$ cat config.mk
export PLATFORM = sky130hd
export DESIGN_NAME = uart_tx_param
export DESIGN_NICKNAME = d
export VERILOG_FILES = /design/src/rtl/uart_tx_param.sv
export SDC_FILE = /design/constraint.sdc
export NUM_CORES = 1
export LEC_CHECK = 0
export BUFFER_PORTS_ARGS = -buffer_cell sky130_fd_sc_hd__buf_2
export CAP_MARGIN = 10
export CORE_MARGIN = 2
export CORE_UTILIZATION = 45
export CTS_BUF_LIST = sky130_fd_sc_hd__clkbuf_8
export DETAILED_ROUTE_END_ITERATION = 16
export PLACE_DENSITY_LB_ADDON = 0.1
export SLEW_MARGIN = 0
export SYNTH_ARGS = -nofsm -noshare
export SYNTH_HDL_FRONTEND = slang
export SYNTH_SLANG_ARGS = --single-unit
$ cat constraint.sdc
create_clock -name clk -period 3.65 [get_ports clk]
set_clock_uncertainty 0.15 [all_clocks]
set_input_delay 0.73 -clock clk [delete_from_list [all_inputs] [get_ports clk]]
set_output_delay 0.73 -clock clk [all_outputs]
set_load 0.05 [all_outputs]
$ cat src/rtl/uart_tx_param.sv
// Parameterised UART transmitter: start, DATA_W bits LSB first, optional parity, STOP_BITS stop bits.
// Define UART_TX_HOLD_EN to add a one-entry holding register for back-to-back frames.
module uart_tx_param #(
  parameter int DATA_W       = 8,
  parameter int CLKS_PER_BIT = 1,
  parameter int STOP_BITS    = 1
) (
  input  logic              clk,
  input  logic              reset,
  input  logic [DATA_W-1:0] P_DATA,
  input  logic              DATA_VALID,
  input  logic              PAR_EN,
  input  logic              PAR_TYP,
  output logic              READY,
  output logic              TX_OUT,
  output logic              Busy
);
  localparam int IDX_W = $clog2(DATA_W);

  localparam logic [2:0] S_IDLE  = 3'd0;
  localparam logic [2:0] S_START = 3'd1;
  localparam logic [2:0] S_DATA  = 3'd2;
  localparam logic [2:0] S_PAR   = 3'd3;
  localparam logic [2:0] S_STOP  = 3'd4;

  logic [2:0]        state_q, state_d;
  logic [15:0]       cnt_q, cnt_d;
  logic [IDX_W-1:0]  idx_q, idx_d;
  logic              stop_q, stop_d;
  logic [DATA_W-1:0] data_q, data_d;
  logic              pen_q, pen_d;
  logic              ptyp_q, ptyp_d;
  logic              tx_q, tx_d;
  logic              busy_q, busy_d;
  logic              accept;
  logic              last_tick, last_bit, last_stop;

  assign accept    = DATA_VALID & READY;
  assign last_tick = (cnt_q == 16'(CLKS_PER_BIT - 1));
  assign last_bit  = (idx_q == IDX_W'(DATA_W - 1));
  assign last_stop = (stop_q == 1'(STOP_BITS - 1));

`ifdef UART_TX_HOLD_EN
  logic              hvld_q, hvld_d;
  logic [DATA_W-1:0] hdata_q, hdata_d;
  logic              hpen_q, hpen_d;
  logic              hptyp_q, hptyp_d;
  logic              frame_end;

  assign frame_end = (state_q == S_STOP) & last_tick & last_stop;
  assign READY     = ~hvld_q;
`else
  assign READY     = ~busy_q;
`endif

  always_comb begin
    state_d = state_q;
    cnt_d   = cnt_q;
    idx_d   = idx_q;
    stop_d  = stop_q;
    data_d  = data_q;
    pen_d   = pen_q;
    ptyp_d  = ptyp_q;
`ifdef UART_TX_HOLD_EN
    hvld_d  = hvld_q;
    hdata_d = hdata_q;
    hpen_d  = hpen_q;
    hptyp_d = hptyp_q;
`endif

    if (state_q != S_IDLE) cnt_d = last_tick ? 16'd0 : cnt_q + 16'd1;

    case (state_q)
      S_IDLE: if (accept) begin
        state_d = S_START;
        cnt_d   = 16'd0;
        data_d  = P_DATA;
        pen_d   = PAR_EN;
        ptyp_d  = PAR_TYP;
      end
      S_START: if (last_tick) begin
        state_d = S_DATA;
        idx_d   = '0;
      end
      S_DATA: if (last_tick) begin
        if (last_bit) begin
          state_d = pen_q ? S_PAR : S_STOP;
          stop_d  = 1'b0;
        end else begin
          idx_d = idx_q + IDX_W'(1);
        end
      end
      S_PAR: if (last_tick) begin
        state_d = S_STOP;
        stop_d  = 1'b0;
      end
      S_STOP: if (last_tick) begin
        if (last_stop) state_d = S_IDLE;
        else           stop_d  = stop_q + 1'b1;
      end
      default: state_d = S_IDLE;
    endcase

`ifdef UART_TX_HOLD_EN
    // A held payload wins at frame end; otherwise one offered in the last stop cycle bypasses the slot.
    if (frame_end && hvld_q) begin
      state_d = S_START;
      data_d  = hdata_q;
      pen_d   = hpen_q;
      ptyp_d  = hptyp_q;
      hvld_d  = 1'b0;
    end else if (frame_end && accept) begin
      state_d = S_START;
      data_d  = P_DATA;
      pen_d   = PAR_EN;
      ptyp_d  = PAR_TYP;
    end else if (accept && state_q != S_IDLE) begin
      hvld_d  = 1'b1;
      hdata_d = P_DATA;
      hpen_d  = PAR_EN;
      hptyp_d = PAR_TYP;
    end
`endif

    // Line and Busy are registered from the next state so they change on the same edge as the FSM.
    case (state_d)
      S_START: tx_d = 1'b0;
      S_DATA:  tx_d = data_d[idx_d];
      S_PAR:   tx_d = (^data_d) ^ ptyp_d;
      default: tx_d = 1'b1;
    endcase

    busy_d = (state_d != S_IDLE);
`ifdef UART_TX_HOLD_EN
    busy_d = busy_d | hvld_d;
`endif
  end

  always_ff @(posedge clk or negedge reset) begin
    if (!reset) begin
      state_q <= S_IDLE;
      cnt_q   <= 16'd0;
      idx_q   <= '0;
      stop_q  <= 1'b0;
      data_q  <= '0;
      pen_q   <= 1'b0;
      ptyp_q  <= 1'b0;
      tx_q    <= 1'b1;
      busy_q  <= 1'b0;
    end else begin
      state_q <= state_d;
      cnt_q   <= cnt_d;
      idx_q   <= idx_d;
      stop_q  <= stop_d;
      data_q  <= data_d;
      pen_q   <= pen_d;
      ptyp_q  <= ptyp_d;
      tx_q    <= tx_d;
      busy_q  <= busy_d;
    end
  end

`ifdef UART_TX_HOLD_EN
  always_ff @(posedge clk or negedge reset) begin
    if (!reset) begin
      hvld_q  <= 1'b0;
      hdata_q <= '0;
      hpen_q  <= 1'b0;
      hptyp_q <= 1'b0;
    end else begin
      hvld_q  <= hvld_d;
      hdata_q <= hdata_d;
      hpen_q  <= hpen_d;
      hptyp_q <= hptyp_d;
    end
  end
`endif

  assign TX_OUT = tx_q;
  assign Busy   = busy_q;
endmodule
# Yosys cells after proc, flatten, opt, wreduce, memory -nomap -nowiden
# Cells that the tools add are included.
# totals
inputBits	13
ff_bits	35
output_inout_bits	3
# op_classes
n_eq_ne	12
n_addsub	3
n_bitwise	3
muxes	30
reduce_logical	8
magnitude_cmp	1
# op_table
op	count
two-way mux 16 bit	4
two-way mux 3 bit	11
adder 16 x 1 -> 16 bit, second input constant	1
zero test 16 bit	1
two-way mux 8 bit	2
one-hot mux 3 bit (5 select lines)	1
== test 3 x 2 -> 1 bit, second input constant	4
nonzero test 3 bit	3
two-way mux 1 bit	8
!= test 2 bit, second input constant	4
XOR reduction 8 bit	1
== test 3 x 1 -> 1 bit, second input constant	2
== test 3 bit, second input constant	2
one-hot mux 1 bit (3 select lines)	2
one-hot mux 3 bit (2 select lines)	1
AND reduction 5 bit	1
less-than comparator 3 x 4 -> 1 bit, second input constant	1
adder 3 x 1 -> 3 bit, second input constant	1
binary-select mux 1 bit (select 3 bit)	1
zero test 3 bit	1
AND reduction 2 bit	1
adder 1 bit, second input constant	1
bitwise AND 1 bit	1
NOT 1 bit	1
bitwise XOR 1 bit	1

# Depth between registers and ports, before layout
# depth
word_depth	7
depth_mapped	11

# Worst setup path after synthesis
# Ideal clock, no wire load.
# synth_timing
path_type	flip-flop to flip-flop
startpoint	reg busy_q, in the netlist Busy
endpoint	reg tx_q, in the netlist TX_OUT
required_ps	3414
period_less_slack_ps	2670
slack_ps	980
stages_incl_launch_ff	8
setup_time_ps	86
arrival_time_ps	2433
cell_sequence	dfrtp_1 -> inv_1 -> nand3_4 -> buf_6 -> mux2_2 -> mux2i_1 -> a2bb2o_4 -> o41a_1
# synth_between
elab_chain_cells	7
word_cells_on_any_way	16
# synth_lines
element	line	text
start, declared	34	logic busy_q, busy_d;
start signal, assigned	159	busy_q <= busy_d;
NOT 1 bit *	53	assign READY = ~busy_q;
net READY	14	output logic READY,
bitwise AND 1 bit *	38	assign accept = DATA_VALID & READY;
two-way mux 8 bit *	74	S_IDLE: if (accept) begin
two-way mux 8 bit *	73	case (state_q)
net data_d[4]	30	logic [DATA_W-1:0] data_q, data_d;
binary-select mux 1 bit (select 3 bit) or XOR reduction 8 bit (tied branches)	128, 129	
two-way mux 1 bit (implied by the code) or bitwise XOR 1 bit (tied branches)	128, 129	
one-hot mux 1 bit (3 select lines) *	126	case (state_d)
net tx_d	33	logic tx_q, tx_d;
end signal, assigned	158	tx_q <= tx_d;
end, declared	33	
# The timed path passes the listed nets; every way through them passes the cells marked *. The select of a mux whose other input is x is not followed.
# A chain may end at the register's enable or synchronous reset.

# Final worst setup path
# layout_timing
startpoint	reg cnt_q[0]
endpoint	reg tx_q, in the netlist TX_OUT
# layout_between
elab_chain_cells	6
word_cells_on_any_way	15
# layout_lines
element	line	text
start, declared	27	logic [15:0] cnt_q, cnt_d;
start signal, assigned	152	cnt_q <= cnt_d;
zero test 16 bit *	39	assign last_tick = (cnt_q == 16'(CLKS_PER_BIT - 1));
two-way mux 3 bit, on equally long branches	85, 81	
one-hot mux 3 bit (2 select lines) *	73	
net idx_d[1]	28	logic [IDX_W-1:0] idx_q, idx_d;
binary-select mux 1 bit (select 3 bit) *	128	S_DATA: tx_d = data_d[idx_d];
two-way mux 1 bit (implied by the code) *	128	
one-hot mux 1 bit (3 select lines) *	126	
net tx_d	33	
# Marks and branches as above.

==> run summary <==
vias in the first global route = 1416
max-slew violations = 0
crit path time final = 2825 ps
Hold Buf Count CTS = 0
RSZ-0062 raised after global routing = no
FF-to-FF path depth = 9
Worst slew margin = 49.68%
crit start category = flip-flop
TritonCTS Sinks = 34
fraction of layout cells with a size suffix above 1 = 23.62%
hold_ws = 360.4 ps
Yosys top cell area share = 42.53%
Cells after Synth = 179
max cap viols = 0
Worst R2R Setup Slack = 830 ps
DRC viols = 0
Mapped Avg Cell Area = 10.85 sq um
TritonCTS Buffers = 5
worst skew pair latency = 280 ps
nets@finish = 214
worst setup path category = flip-flop to flip-flop
Vias = 1360
setup tns final = 0 ps
Rows = 23
Detail Placement HPWL = 2792 microns
Net Switching = 0.1494 mW
die area = 0.004857 sq mm
Antenna Nets Post-Route = 0
Area contributors post-synth = dfrtp_1, xnor2_1, mux2_2, xor2_1, nor2_1
Post-synth EDFFs = 0
Sw Ratio = 21.69%
Reg clk slew, reported paths = 70 ps
chip height = 69.69 microns
synth warn = 0
mapped cell area = 0.001942 sq mm
Leak = 0.9833 nW
largest net degree at the start of global routing = 35
run status = finished, final reports clean
Synth Flop Type = dfrtp_1
fin crit share = 77.40%
sequential cell area = 852.1 sq um
CTS tree = yes
H-tree level count = 2
Die X-Extent = 69.69 microns
filler cell count = 390
Worst Tran Pin Value = 754.9 ps
DR iter-0 viols = 98
CORE AREA = 0.004086 sq mm
clk root buf = clkbuf_8
IO Pins = 16
initial core utilization = 47.52%
Max VDD drop = 0.1568 mV
routability cong. = 0.7651
PD cells = 320.3 mW/mm^2
post-DR wirelength/cell = 15.54 microns
Int Pwr = 0.5394 mW
First-pass DRT Iterations = 4
CP Data Arrival Time = 2880 ps
Syn Nets = 195
Port Buffers = 15
Unique masters post-synth = 42
total power = 0.6888 mW
share of synthesized registers carrying an async set or reset = 100.0%
Setup Buffers After CTS = 0
all-layer global routing usage = 17.63%
Req. time, crit path = 3700 ps
hold violation count in the final report = 0
first-pass GRT wire length = 6782 microns
final WL = 3870 microns
Area Growth Syn to Fin = 10.76%
Post-synth top cells = dfrtp_1, nor2_1, xnor2_1, nand3_1, nand2_1
Worst Path Max Fanout = 6
top-count cell post-synth = dfrtp_1
Final setup viols = 0
Max Root-Sink Buffers = 2
combinational power share = 4.5%
area taken by multi-input logic gates = 0.001036 sq mm
clock share of power = 40.8%
CP Capture Type = flip-flop
grt total ovfl = 0
#FFs+latches synth = 34
sequential area share after synthesis = 43.88%
Hold Crit Class = input pin to async pin
worst reg2reg endpoint = TX_OUT
share of total power in sequential cells = 54.7%
initial antenna violation count = 0
Yosys top cell by area = dfrtp_1
Via density = 5.462
cells resized by post-CTS repair = 0
Critical R2R Launch = cnt_q[0]
f_max = 354.0 MHz
n_diodes = 0
sequential cells by signal, indices dropped and copies added (netlist names):
signal	count
cnt_q	16
TX_OUT	1
data_q	8
Busy	1
pen_q	1
idx_q	3
state_q	3
ptyp_q	1
cell families after synthesis:
logic type      Yosys count  synth area share [%]
compound gates           18                 7.087
xor+xnor                 28                 12.63
fa+ha+maj                 3                 1.933
buf+inv                  11                 2.771
flops                    34                 43.88
mux                      14                 8.054
simple gates             71                 23.65
routing by layer:
metal | global-route usage (%) | up-vias | wire length, microns
li1 | - | 667 | -
met4 | 6.197 | 0 | 76
met5 | 0 | - | 0
met3 | 4.506 | 7 | 140
met1 | 23.87 | 660 | 1857
met2 | 27.46 | 26 | 1796
worst max-delay path: stages, from the launching register on:
cell and delay (ps):
dfrtp_1 420, inv_1 80, ha_1 150, nor4b_4 250, and4_1 360, nand4_1 200, nand3_4 150, mux2_4 320
a2bb2o_4 220, o41a_1 430
stage by stage:
stage	cell area (sq um)	std cells	setup slack, ps	util, %
2_1_floorplan	1942	179	980.4	-
4_1_cts	2151	249	807.2	52.63
6_report	2151	249	825.0	52.63
5_1_grt	2151	249	656.9	52.63
3_3_place_gp	2059	241	1005	50.40
3_5_place_dp	2059	241	844.4	50.40
power groups by stage:
| stage | clock [mW] | sequential, mW | combinational (mW) |
|---|---|---|---|
| finish | 0.281 | 0.377 | 0.0310 |
| global placement | 0 | 0.384 | 0.0300 |
| detailed placement | 0 | 0.384 | 0.0317 |
| floorplan | 0 | 0.384 | 0.0132 |
| CTS | 0.291 | 0.377 | 0.0320 |
| global route | 0.310 | 0.376 | 0.0344 |
worst max-delay path by stage:
stage	start	endpoint	cells past startpoint
2_1_floorplan	Busy	TX_OUT	7
6_report	cnt_q[0]	TX_OUT	9
3_5_place_dp	cnt_q[0]	TX_OUT	9
5_1_grt	cnt_q[0]	TX_OUT	9
4_1_cts	cnt_q[0]	TX_OUT	9
3_3_place_gp	cnt_q[0]	TX_OUT	9
layout by cell type (no fill, tap or decap), types with 2 or more instances in the layout:
cell type,instances
dfrtp_1,33
nor2_1,20
xnor2_1,18
buf_2,15
nand3_1,12
nand2_1,11
xor2_1,10
mux2_2,9
inv_1,8
nand4_1,6
clkbuf_8,6
o21ai_0,5
mux2i_1,4
and3_1,4
a21oi_1,3
ha_1,3
nor4_4,2
nor3_1,2
nand3_4,2
o211ai_1,2
o31ai_1,2
or3_1,2
final cells by class:
cell class	count	share of cell area (%)
inverter	7	1.222
sequential	34	39.62
multi-input combinational	134	48.17
tap	50	2.909
clock inverter	2	0.4072
timing repair buffer	16	3.839
clock buffer	6	3.839
No activity file was read; power rests on OpenSTA's default activity.
